<file path="config.mk">
export PLATFORM = sky130hd
export DESIGN_NAME = monitor_readout_flat
export DESIGN_NICKNAME = d
export VERILOG_FILES = /design/src/rtl/monitor_readout_pkg.sv /design/src/rtl/monitor_readout_if.sv /design/src/rtl/monitor_readout_snap_fifo.sv /design/src/rtl/monitor_readout.sv /design/src/flat_wrapper.sv
export SDC_FILE = /design/constraint.sdc
export NUM_CORES = 1
export LEC_CHECK = 0
export ABC_AREA = 1
export CORE_MARGIN = 1.5
export CORE_UTILIZATION = 35
export DETAILED_ROUTE_END_ITERATION = 7
export GPL_TIMING_DRIVEN = 0
export SLEW_MARGIN = 10
export SYNTH_ARGS = -nofsm -noshare
export SYNTH_HDL_FRONTEND = slang
export SYNTH_SLANG_ARGS = --single-unit
</file>
<file path="constraint.sdc">
create_clock -name clk -period 6.55 [get_ports clk]
set_clock_uncertainty 0.1 [all_clocks]
set_input_delay 1.965 -clock clk [delete_from_list [all_inputs] [get_ports clk]]
set_output_delay 1.965 -clock clk [all_outputs]
set_load 0.005 [all_outputs]
</file>
<file path="src/rtl/monitor_readout_pkg.sv">
// Shared types and constants for the monitor readout block.
// MONITOR_READOUT_TIMESTAMP_EN selects two extra timestamp beats per snapshot.
package monitor_readout_pkg;

    typedef enum logic {
        IDLE = 1'b0,
        SEND = 1'b1
    } state_t;

    localparam int DEF_WIDTH  = 8;
    localparam int DEF_NUM_CH = 9;
    localparam int DEF_DEPTH  = 4;

`ifdef MONITOR_READOUT_TIMESTAMP_EN
    localparam int TS_BEATS = 2;
`else
    localparam int TS_BEATS = 0;
`endif

    // Room for the timestamp beat indices in both builds so the port width never changes.
    function automatic int calc_chw(input int num_ch);
        return $clog2(num_ch + 2);
    endfunction

endpackage

</file>
<file path="src/rtl/monitor_readout_if.sv">
// Valid/ready beat stream carrying one monitor channel (or timestamp half) per beat.
interface monitor_readout_if #(
    parameter int WIDTH = 8,
    parameter int CHW   = 4
);
    logic [WIDTH-1:0] out_data;
    logic [CHW-1:0]   out_ch;
    logic             out_valid;
    logic             out_ready;
    logic             out_last;

    modport master (output out_data, output out_ch, output out_valid, output out_last,
                    input  out_ready);
    modport slave  (input  out_data, input  out_ch, input  out_valid, input  out_last,
                    output out_ready);
endinterface

</file>
<file path="src/rtl/monitor_readout_snap_fifo.sv">
// Snapshot FIFO: one entry per captured snapshot, count-based full/empty.
// o_next exposes the entry after the head (or the incoming one) for gapless streaming.
module mon_snap_fifo #(
    parameter  int ENTRY_W = 72,
    parameter  int DEPTH   = 4,
    localparam int PTRW    = $clog2(DEPTH),
    localparam int CNTW    = PTRW + 1
) (
    input  logic               clk,
    input  logic               reset,
    input  logic               i_push,
    input  logic [ENTRY_W-1:0] i_din,
    input  logic               i_pop,
    output logic [ENTRY_W-1:0] o_head,
    output logic [ENTRY_W-1:0] o_next,
    output logic               o_full,
    output logic               o_empty,
    output logic [CNTW-1:0]    o_count
);
    logic [ENTRY_W-1:0] r_mem [DEPTH];
    logic [PTRW-1:0]    r_wr_ptr;
    logic [PTRW-1:0]    r_rd_ptr;
    logic [CNTW-1:0]    r_count;
    logic [PTRW-1:0]    w_rd_ptr_inc;

    always_ff @(posedge clk) begin
        if (i_push) r_mem[r_wr_ptr] <= i_din;
    end

    always_ff @(posedge clk) begin
        if (reset) begin
            r_wr_ptr <= '0;
            r_rd_ptr <= '0;
            r_count  <= '0;
        end else begin
            if (i_push) r_wr_ptr <= r_wr_ptr + PTRW'(1);
            if (i_pop)  r_rd_ptr <= r_rd_ptr + PTRW'(1);
            case ({i_push, i_pop})
                2'b10:   r_count <= r_count + CNTW'(1);
                2'b01:   r_count <= r_count - CNTW'(1);
                default: r_count <= r_count;
            endcase
        end
    end

    assign w_rd_ptr_inc = r_rd_ptr + PTRW'(1);
    assign o_head  = r_mem[r_rd_ptr];
    // With a single entry left, the only follower is the one being pushed this cycle.
    assign o_next  = (r_count > CNTW'(1)) ? r_mem[w_rd_ptr_inc] : i_din;
    assign o_full  = (r_count == CNTW'(DEPTH));
    assign o_empty = (r_count == '0);
    assign o_count = r_count;

endmodule

</file>
<file path="src/rtl/monitor_readout.sv">
// Captures monitor snapshots on trig and streams them one channel per beat.
// MONITOR_READOUT_TIMESTAMP_EN appends a 2*WIDTH cycle-count timestamp as two beats.
module monitor_readout
    import monitor_readout_pkg::*;
#(
    parameter  int WIDTH  = DEF_WIDTH,
    parameter  int NUM_CH = DEF_NUM_CH,
    parameter  int DEPTH  = DEF_DEPTH,
    localparam int CHW    = calc_chw(NUM_CH),
    localparam int CNTW   = $clog2(DEPTH) + 1
) (
    input  logic                    clk,
    input  logic                    reset,
    input  logic [NUM_CH*WIDTH-1:0] mon_bus,
    input  logic                    trig,
    monitor_readout_if.master       out_if,
    output logic [CNTW-1:0]         snap_count,
    output logic                    overflow
);
    localparam int             BEATS    = NUM_CH + TS_BEATS;
    localparam int             ENTRY_W  = BEATS * WIDTH;
    localparam logic [CHW-1:0] LAST_IDX = CHW'(BEATS - 1);

    state_t             r_state, w_state_nxt;
    logic [CHW-1:0]     r_idx, w_idx_nxt;
    logic [WIDTH-1:0]   r_data, w_data_nxt;
    logic               r_valid, w_valid_nxt;
    logic               r_last, w_last_nxt;
    logic               r_overflow;
    logic               w_accept, w_pop, w_push, w_full, w_empty;
    logic [ENTRY_W-1:0] w_din, w_head, w_next;
    logic [CNTW-1:0]    w_count;

`ifdef MONITOR_READOUT_TIMESTAMP_EN
    logic [2*WIDTH-1:0] r_ts_cnt;

    always_ff @(posedge clk) begin
        if (reset) r_ts_cnt <= '0;
        else       r_ts_cnt <= r_ts_cnt + (2*WIDTH)'(1);
    end

    assign w_din = {r_ts_cnt, mon_bus};
`else
    assign w_din = mon_bus;
`endif

    function automatic logic [WIDTH-1:0] beat_of(input logic [ENTRY_W-1:0] e,
                                                 input logic [CHW-1:0]     b);
        return e[int'(b)*WIDTH +: WIDTH];
    endfunction

    assign w_accept = r_valid && out_if.out_ready;
    assign w_pop    = w_accept && r_last;
    // A final-beat pop frees a slot in the same edge, so a full FIFO can still take trig.
    assign w_push   = trig && (!w_full || w_pop);

    mon_snap_fifo #(.ENTRY_W(ENTRY_W), .DEPTH(DEPTH)) u_fifo (
        .clk     (clk),
        .reset   (reset),
        .i_push  (w_push),
        .i_din   (w_din),
        .i_pop   (w_pop),
        .o_head  (w_head),
        .o_next  (w_next),
        .o_full  (w_full),
        .o_empty (w_empty),
        .o_count (w_count)
    );

    always_comb begin
        w_state_nxt = r_state;
        w_idx_nxt   = r_idx;
        w_data_nxt  = r_data;
        w_valid_nxt = r_valid;
        w_last_nxt  = r_last;
        case (r_state)
            IDLE: begin
                if (!w_empty) begin
                    w_state_nxt = SEND;
                    w_idx_nxt   = '0;
                    w_data_nxt  = beat_of(w_head, '0);
                    w_valid_nxt = 1'b1;
                    w_last_nxt  = (LAST_IDX == '0);
                end
            end
            SEND: begin
                if (w_accept) begin
                    if (r_last) begin
                        if ((w_count > CNTW'(1)) || w_push) begin
                            w_idx_nxt  = '0;
                            w_data_nxt = beat_of(w_next, '0);
                            w_last_nxt = (LAST_IDX == '0);
                        end else begin
                            w_state_nxt = IDLE;
                            w_idx_nxt   = '0;
                            w_data_nxt  = '0;
                            w_valid_nxt = 1'b0;
                            w_last_nxt  = 1'b0;
                        end
                    end else begin
                        w_idx_nxt  = r_idx + CHW'(1);
                        w_data_nxt = beat_of(w_head, r_idx + CHW'(1));
                        w_last_nxt = ((r_idx + CHW'(1)) == LAST_IDX);
                    end
                end
            end
            default: w_state_nxt = IDLE;
        endcase
    end

    always_ff @(posedge clk) begin
        if (reset) begin
            r_state    <= IDLE;
            r_idx      <= '0;
            r_data     <= '0;
            r_valid    <= 1'b0;
            r_last     <= 1'b0;
            r_overflow <= 1'b0;
        end else begin
            r_state    <= w_state_nxt;
            r_idx      <= w_idx_nxt;
            r_data     <= w_data_nxt;
            r_valid    <= w_valid_nxt;
            r_last     <= w_last_nxt;
            r_overflow <= r_overflow | (trig && !w_push);
        end
    end

    assign out_if.out_data  = r_data;
    assign out_if.out_ch    = r_idx;
    assign out_if.out_valid = r_valid;
    assign out_if.out_last  = r_last;
    assign snap_count       = w_count;
    assign overflow         = r_overflow;

endmodule
</file>
<file path="src/flat_wrapper.sv">
// flat-port wrapper written by rule: the top's interface ports become plain ports
module monitor_readout_flat import monitor_readout_pkg::*;
#(
    parameter  int WIDTH  = DEF_WIDTH,
    parameter  int NUM_CH = DEF_NUM_CH,
    parameter  int DEPTH  = DEF_DEPTH,
    localparam int CHW    = calc_chw(NUM_CH),
    localparam int CNTW   = $clog2(DEPTH) + 1
)
  (clk, reset, mon_bus, trig, snap_count, overflow, out_if_out_data, out_if_out_ch, out_if_out_valid, out_if_out_last, out_if_out_ready);
  monitor_readout_if #(.WIDTH(WIDTH)) out_if_i ();
  input  logic clk;
  input  logic reset;
  input  logic [NUM_CH*WIDTH-1:0] mon_bus;
  input  logic trig;
  output logic [CNTW-1:0] snap_count;
  output logic overflow;
  output wire logic [$bits(out_if_i.out_data)-1:0] out_if_out_data;
  output wire logic [$bits(out_if_i.out_ch)-1:0] out_if_out_ch;
  output wire logic [$bits(out_if_i.out_valid)-1:0] out_if_out_valid;
  output wire logic [$bits(out_if_i.out_last)-1:0] out_if_out_last;
  input wire logic [$bits(out_if_i.out_ready)-1:0] out_if_out_ready;
  assign out_if_out_data = out_if_i.out_data;
  assign out_if_out_ch = out_if_i.out_ch;
  assign out_if_out_valid = out_if_i.out_valid;
  assign out_if_out_last = out_if_i.out_last;
  assign out_if_i.out_ready = out_if_out_ready;
  monitor_readout #(.WIDTH(WIDTH), .NUM_CH(NUM_CH), .DEPTH(DEPTH)) u_core (.clk(clk), .reset(reset), .mon_bus(mon_bus), .trig(trig), .out_if(out_if_i), .snap_count(snap_count), .overflow(overflow));
endmodule
</file>
* Word level (Yosys, flattened, before mapping)
Memories as Yosys holds them, arrays and structs flattened. A register that Yosys moved wholly into a read port is not among the register bits.
Index checks and enable logic that the tools add are counted.
** Cells by class
- Add/subtract/negate cells :: 5
- Multipliers :: 0
- Divide/modulo/power cells :: 0
- Magnitude comparators :: 1
- Eq/ne operators :: 8
- Shift operators :: 1
- Muxes and demuxes :: 29
- Bitwise gates (word level) :: 2
- Reductions and logical operators :: 12
** Operators by type and width (number)
- $shiftx A72 B8 Y8 :: 1
- $mux W8 :: 5
- $pmux W8 S2 :: 1
- $mux W1 :: 13
- $mux W4 :: 3
- $ne A2 B2 Y1 const B :: 4
- $pmux W4 S2 :: 1
- $pmux W1 S2 :: 3
- $pmux W3 S2 :: 1
- $add A2 B1 Y2 const B :: 2
- $add A4 B1 Y4 const B :: 1
- $eq A4 B4 Y1 const B :: 1
- $logic_and A1 B1 Y1 :: 4
- $mux W2 :: 2
- $reduce_and A4 Y1 :: 1
- $add A3 B1 Y3 const B :: 1
- $eq A3 B3 Y1 const B :: 1
- $gt A3 B1 Y1 const B :: 1
- $logic_not A3 Y1 :: 1
- $sub A3 B1 Y3 const B :: 1
- $eq A2 B1 Y1 const B :: 1
- $eq A2 B2 Y1 const B :: 1
- $logic_not A1 Y1 :: 2
- $logic_or A1 B1 Y1 :: 2
- 4 further kinds :: 4
** Word-level totals
- Flip-flop bits (word level) :: 23
- Latch bits :: 0
- RAM bits :: 288
- Memory bits (read-only) :: 0
- Input bits :: 76
- Output and inout port bits :: 18
- Logic and storage cells :: 68
- Memories kept :: 1
** Memories
- u_core.u_fifo.r_mem :: depth 4, width 72, read ports 2, clocked after memory_dff 1, write ports 1, line monitor_readout_snap_fifo.sv:20 : logic [ENTRY_W-1:0] r_mem [DEPTH];

* Longest topological paths before layout
- Depth in word-level cells :: 9
- Mapped depth :: 14
- Gate-level depth less buffers :: 12

* Modules after synthesis
From an unflattened synthesis, not the netlist that was laid out.
** Second synthesis, totals
- Cell total of the unflattened synthesis :: 2023
- Area total of the unflattened synthesis :: 16430.8 um^2
** Modules (own cells, without submodules)
- mon_snap_fifo :: instances 1, cells each 1693, area each 14662.8 um^2, sequential area each 8828.5 um^2
- monitor_readout :: instances 1, cells each 330, area each 1767.9 um^2, sequential area each 320.3 um^2

* Worst setup path after synthesis
OpenSTA, ideal clock, no wires.
- Path kind :: input port to flip-flop
- Start :: input out_if_out_ready
- End :: memory u_core.u_fifo.r_mem[0][0] (enable)
- Library setup time :: 0.503 ns
- Arrival time :: 5.382 ns
- Required time :: 5.947 ns
- Setup slack :: 0.566 ns
- Stages :: 6
- Path buffers :: 0
- Path through :: nand2_2 > inv_2 > nand2_2 > nand3_2 > nand2_2 > nor2_1
** Between the ends
- Cells in the longest elaborated chain, start to end :: 6
** RTL lines
- start: declaration :: line flat_wrapper.sv:22 : input wire logic [$bits(out_if_i.out_ready)-1:0] out_if_out_ready;
- $logic_and A1 B1 Y1 :: line monitor_readout.sv:52 : assign w_accept = r_valid && out_if.out_ready;
- $logic_and A1 B1 Y1 :: line monitor_readout.sv:53 : assign w_pop = w_accept && r_last;
- $logic_or A1 B1 Y1 :: line monitor_readout.sv:55 : assign w_push = trig && (!w_full || w_pop);
- $logic_and A1 B1 Y1 :: line monitor_readout.sv:55
- $mux W1 :: line monitor_readout_snap_fifo.sv:27 : if (i_push) r_mem[r_wr_ptr] <= i_din;
- $mux W1 (implied by the code) :: line monitor_readout_snap_fifo.sv:27
- end: declaration :: line monitor_readout_snap_fifo.sv:20
No other way between the ends.

* Final worst setup path
- Start :: input out_if_out_ready
- End :: memory u_core.u_fifo.r_mem[1][54] (enable)
The elaborated chain is that of the path after synthesis.

==> impl_metrics.xml <==
<?xml version="1.0" encoding="UTF-8"?>
<metrics>
  <group name="route">
    <metric name="drt_drc_violations_left" unit="">0</metric>
    <metric name="finalWirelength" unit="um">35580</metric>
    <metric name="topRoutingLayerUsed" unit="">met4</metric>
    <metric name="first_iter_violations" unit="">915</metric>
    <metric name="drtPass1Iterations" unit="">5</metric>
    <metric name="viasPerCell" unit="">5.083</metric>
    <metric name="vias" unit="">9434</metric>
    <metric name="m1_wire_length" unit="um">15400</metric>
    <metric name="detailroute.wirelength.met2" unit="um">16640</metric>
    <metric name="route.met3.wl" unit="um">2821</metric>
    <metric name="number_of_antenna_violating_nets_in_the_routed_design" unit="">0</metric>
    <metric name="routed_len_inst" unit="um">19.17</metric>
  </group>
  <group name="worst_hold_path">
    <metric name="path_type_of_the_worst_min_delay_path" unit="">flip-flop to flip-flop</metric>
    <metric name="min-delay-start" unit="">u_core.overflow$_SDFF_PP0_</metric>
    <metric name="worst_hold_path.num_cells" unit="">2</metric>
    <metric name="hold_end" unit="">u_core.overflow$_SDFF_PP0_</metric>
  </group>
  <group name="sta">
    <metric name="maxClockFrequency" unit="MHz">255.4</metric>
    <metric name="report.final.slew_viol_count" unit="">0</metric>
    <metric name="hold_viol" unit="">0</metric>
    <metric name="tightestPinTransition" unit="ps">804.7</metric>
    <metric name="finalWorstPathRequiredPeriod" unit="ps">3915</metric>
    <metric name="rsz0062_at_grt" unit="">false</metric>
    <metric name="timing.final.crit_share" unit="%">59.77</metric>
    <metric name="final.setup.worst_slack" unit="ps">2635</metric>
    <metric name="timing.slew.headroom" unit="%">46.23</metric>
    <metric name="hold-worst-slack" unit="ps">347.8</metric>
    <metric name="setup_tns" unit="ps">0</metric>
    <metric name="timing.final.setup_violations" unit="">0</metric>
  </group>
  <group name="power_and_ir_drop">
    <metric name="peak_supply_drop" unit="uV">158.2</metric>
    <metric name="power_leakage" unit="nW">5.889</metric>
    <metric name="power_frac_seq" unit="%">50.7</metric>
    <metric name="switchingPower" unit="mW">1.070</metric>
    <metric name="total_power" unit="mW">4.574</metric>
    <metric name="power_dens_cells" unit="mW/mm2">283.1</metric>
    <metric name="clkPwrFrac" unit="%">40.1</metric>
    <metric name="cellInternalPower" unit="mW">3.504</metric>
    <metric name="power.combinational.fraction" unit="%">9.2</metric>
    <metric name="power.switching_fraction" unit="%">23.40</metric>
  </group>
  <group name="synth">
    <metric name="synth_top_cell_area_share" unit="%">65.45</metric>
    <metric name="netlist.top_cell.by_area" unit="">edfxtp_1</metric>
    <metric name="synthTopCellsByArea" unit="">edfxtp_1, nand2_1, nand3_1</metric>
    <metric name="synth.mux.area_fraction" unit="%">0</metric>
    <metric name="postSynthCellCount" unit="">1185</metric>
    <metric name="synth_adder_area_share" unit="%">0.9470</metric>
    <metric name="yosys_register_bits" unit="">313</metric>
    <metric name="synth_edf_count" unit="">288</metric>
    <metric name="synth.yosys.seq_area_share" unit="%">69.24</metric>
    <metric name="synth_flop_cell" unit="">edfxtp_1</metric>
    <metric name="synth.cell_area" unit="mm2">0.01321</metric>
    <metric name="synth_top_family_by_area" unit="">simple AND/OR/NAND/NOR gates</metric>
    <metric name="compound_cell_area_share_of_the_yosys_netlist" unit="%">3.750</metric>
    <metric name="yosys.area_share.xor_xnor" unit="%">0.3220</metric>
    <metric name="synth.lib_cells_used.distinct" unit="">32</metric>
    <metric name="syn_area_cell" unit="um2">11.15</metric>
    <metric name="area_share_of_and_or_nand_nor_cells_after_synthesis" unit="%">21.61</metric>
    <metric name="synthArstFlopShare" unit="%">0</metric>
    <metric name="mappedNetlistNets" unit="">1271</metric>
    <metric name="yosysWarnings" unit="">0</metric>
  </group>
  <group name="setup_path">
    <metric name="r2r_slack" unit="ps">4030</metric>
    <metric name="crit_arrival" unit="ps">4030</metric>
    <metric name="slowest_delay" unit="ps">520</metric>
    <metric name="timing.setup.critical_path_class" unit="">input port to flip-flop</metric>
    <metric name="crit_reg_reg_startpoint" unit="">u_core.out_if.out_ch[0]$_SDFFE_PP0P_</metric>
    <metric name="critPathRequiredTime" unit="ps">6660</metric>
    <metric name="crit_chain" unit="">clkdlybuf4s50_1 &gt; nand2_2 &gt; inv_2 &gt; nand2_2 &gt; nand3_2 &gt; nand2_2 &gt; nor2_4 &gt; buf_12 &gt; buf_12</metric>
    <metric name="worst_path_most_repeated_cell" unit="">nand2_2</metric>
    <metric name="worst-path-max-fanout" unit="">22</metric>
    <metric name="critical_path.startpoint_type" unit="">input port</metric>
    <metric name="r2r_end" unit="">u_core.out_if.out_data[5]$_SDFFE_PP0P_</metric>
    <metric name="cp_capture_type" unit="">flip-flop</metric>
    <metric name="cp_slowest_cell" unit="">nor2_4</metric>
    <metric name="worst_r2r_path_depth" unit="">10</metric>
  </group>
  <group name="clock_tree">
    <metric name="tritoncts" unit="">built</metric>
    <metric name="clock_slew_at_the_register_clock_pins_of_the_worst_setup_and_hold_paths" unit="ps">60</metric>
    <metric name="cts-resized-gates" unit="">0</metric>
    <metric name="clock-sinks" unit="">313</metric>
    <metric name="clk_root_buffer_cell" unit="">clkbuf_16</metric>
    <metric name="holdBufCountCts" unit="">0</metric>
    <metric name="cts_inserted_buffers" unit="">35</metric>
    <metric name="cts.htree.levels" unit="">2</metric>
    <metric name="clkLatencyLatePin" unit="ps">530</metric>
    <metric name="cts.repair_timing.setup_buffer_count" unit="">0</metric>
    <metric name="cts_max_path_buffers" unit="">3</metric>
  </group>
  <group name="layout">
    <metric name="final_net_count" unit="">1413</metric>
    <metric name="antenna_cells" unit="">0</metric>
    <metric name="finish.utilization" unit="%">43.81</metric>
    <metric name="synthToLayoutAreaGrowth" unit="%">22.26</metric>
    <metric name="share_of_layout_cells_above_drive_strength_1" unit="%">9.911</metric>
  </group>
  <group name="global_routing">
    <metric name="grt_pass1_vias" unit="">8936</metric>
    <metric name="grt_max_degree" unit="">26</metric>
    <metric name="grtUsageTotal" unit="%">18.32</metric>
    <metric name="gr-total-overflow" unit="">0</metric>
    <metric name="antenna_found_initial" unit="">0</metric>
    <metric name="grt_pass1_wl" unit="um">53390</metric>
  </group>
  <group name="floorplanning">
    <metric name="floorplan.io_pins" unit="">94</metric>
    <metric name="chipHeight" unit="um">197.3</metric>
    <metric name="die_width" unit="um">197.3</metric>
    <metric name="die_area" unit="mm2">0.03893</metric>
    <metric name="std_cell_core_area" unit="mm2">0.03687</metric>
    <metric name="floorplan.initialDensity" unit="%">35.83</metric>
    <metric name="std_cell_rows" unit="">70</metric>
  </group>
  <group name="placed_design">
    <metric name="place_congestion" unit="">0.8563</metric>
    <metric name="dpl.hpwl" unit="um">23880</metric>
    <metric name="setup_slack_placement" unit="ps">2106</metric>
    <metric name="portBuffers" unit="">93</metric>
  </group>
  <group name="run_status">
    <metric name="result_of_the_run" unit="">completed</metric>
  </group>
  <group name="run">
    <metric name="max_cap_viol_count" unit="">0</metric>
  </group>
</metrics>
state kept, by name, summed over array words and instances (netlist names), named ones only:
register and count:
u_core.overflow 1, u_core.u_fifo.o_count 3, u_core.out_if.out_last 1, u_core.out_if.out_ch 4
u_core.r_state 1, u_core.out_if.out_data 8, u_core.u_fifo.r_mem 288, u_core.out_if.out_valid 1
u_core.u_fifo.r_wr_ptr 2, u_core.u_fifo.r_rd_ptr 2
power by group through the flow:
| stage | clock [mW] | combinational, mW | sequential, mW |
|---|---|---|---|
| 2_1_floorplan | 0 | 0.199 | 2.36 |
| 3_3_place_gp | 0 | 0.383 | 2.38 |
| 3_5_place_dp | 0 | 0.419 | 2.36 |
| 4_1_cts | 1.86 | 0.420 | 2.32 |
| 5_1_grt | 1.93 | 0.456 | 2.33 |
| 6_report | 1.83 | 0.419 | 2.32 |
cell usage after synthesis, types with 3 or more instances:
cell type,n
nand2_2,5
o21ai_0,45
ha_1,10
nand2_1,373
xor2_1,3
nand3_1,236
nor2_1,41
edfxtp_1,288
buf_2,28
buf_4,4
o22ai_1,8
clkbuf_1,14
inv_1,28
a21oi_1,36
dfxtp_1,25
buf_1,5
buf_6,13
inv_2,6
cells by family after synthesis:
group | after synthesis
AO/OA/AOI/OAI | 93
AND/OR/NAND/NOR | 664
flip-flops | 313
buffers and inverters | 101
XOR/XNOR | 4
adder cells (fa/ha/maj) | 10
worst max-delay path: cells and delay by family:
family	cells	cell delay, ps
buf+inv	4	1010
simple gates	5	1000
through the flow:
stage	area [um2]	std cells
after floorplan	13210	1185
after global placement	14770	1782
after detailed placement	15090	1794
after CTS	16150	1856
after global routing	16150	1856
final	16150	1856
worst max path at each step:
stage | from | to | slack, ps
3_5_place_dp | out_if_out_ready | u_core.u_fifo.r_mem[1][36]$_DFFE_PP_ | 2110
3_3_place_gp | out_if_out_ready | u_core.u_fifo.r_mem[0][37]$_DFFE_PP_ | -2790
6_report | out_if_out_ready | u_core.u_fifo.r_mem[1][54]$_DFFE_PP_ | 2640
2_1_floorplan | out_if_out_ready | u_core.u_fifo.r_mem[0][0]$_DFFE_PP_ | 570
5_1_grt | out_if_out_ready | u_core.u_fifo.r_mem[1][54]$_DFFE_PP_ | 2480
4_1_cts | out_if_out_ready | u_core.u_fifo.r_mem[1][3]$_DFFE_PP_ | 2640
per-layer routing:
layer  up-vias  GRT usage [%]
met5         -              0
met4         0          4.722
met3        58          2.903
met2       400          29.50
met1      4534          25.84
li1       4442              -
layout by cell type, fill, tap and decap left out, types with 8 or more instances in the layout:
master,n
clkbuf_1,23
o22ai_1,8
clkbuf_16,36
buf_6,13
ha_1,10
o21ai_0,45
inv_1,28
a21oi_1,36
clkdlybuf4s50_1,93
nor2_1,37
edfxtp_1,288
buf_2,28
nand3_1,236
nand2_1,373
dfxtp_1,25
final cells by class:
| cell class | count | area (um2) |
|---|---|---|
| buffer | 65 | 402.9 |
| clock buffer | 45 | 934.6 |
| clock inverter | 17 | 130.1 |
| fill | 3411 | 20720 |
| inverter | 36 | 142.6 |
| multi-input combinational | 771 | 3548 |
| sequential | 313 | 9149 |
| tap | 504 | 630.6 |
| timing repair buffer | 105 | 1216 |
(Power assumes the default switching activity.)
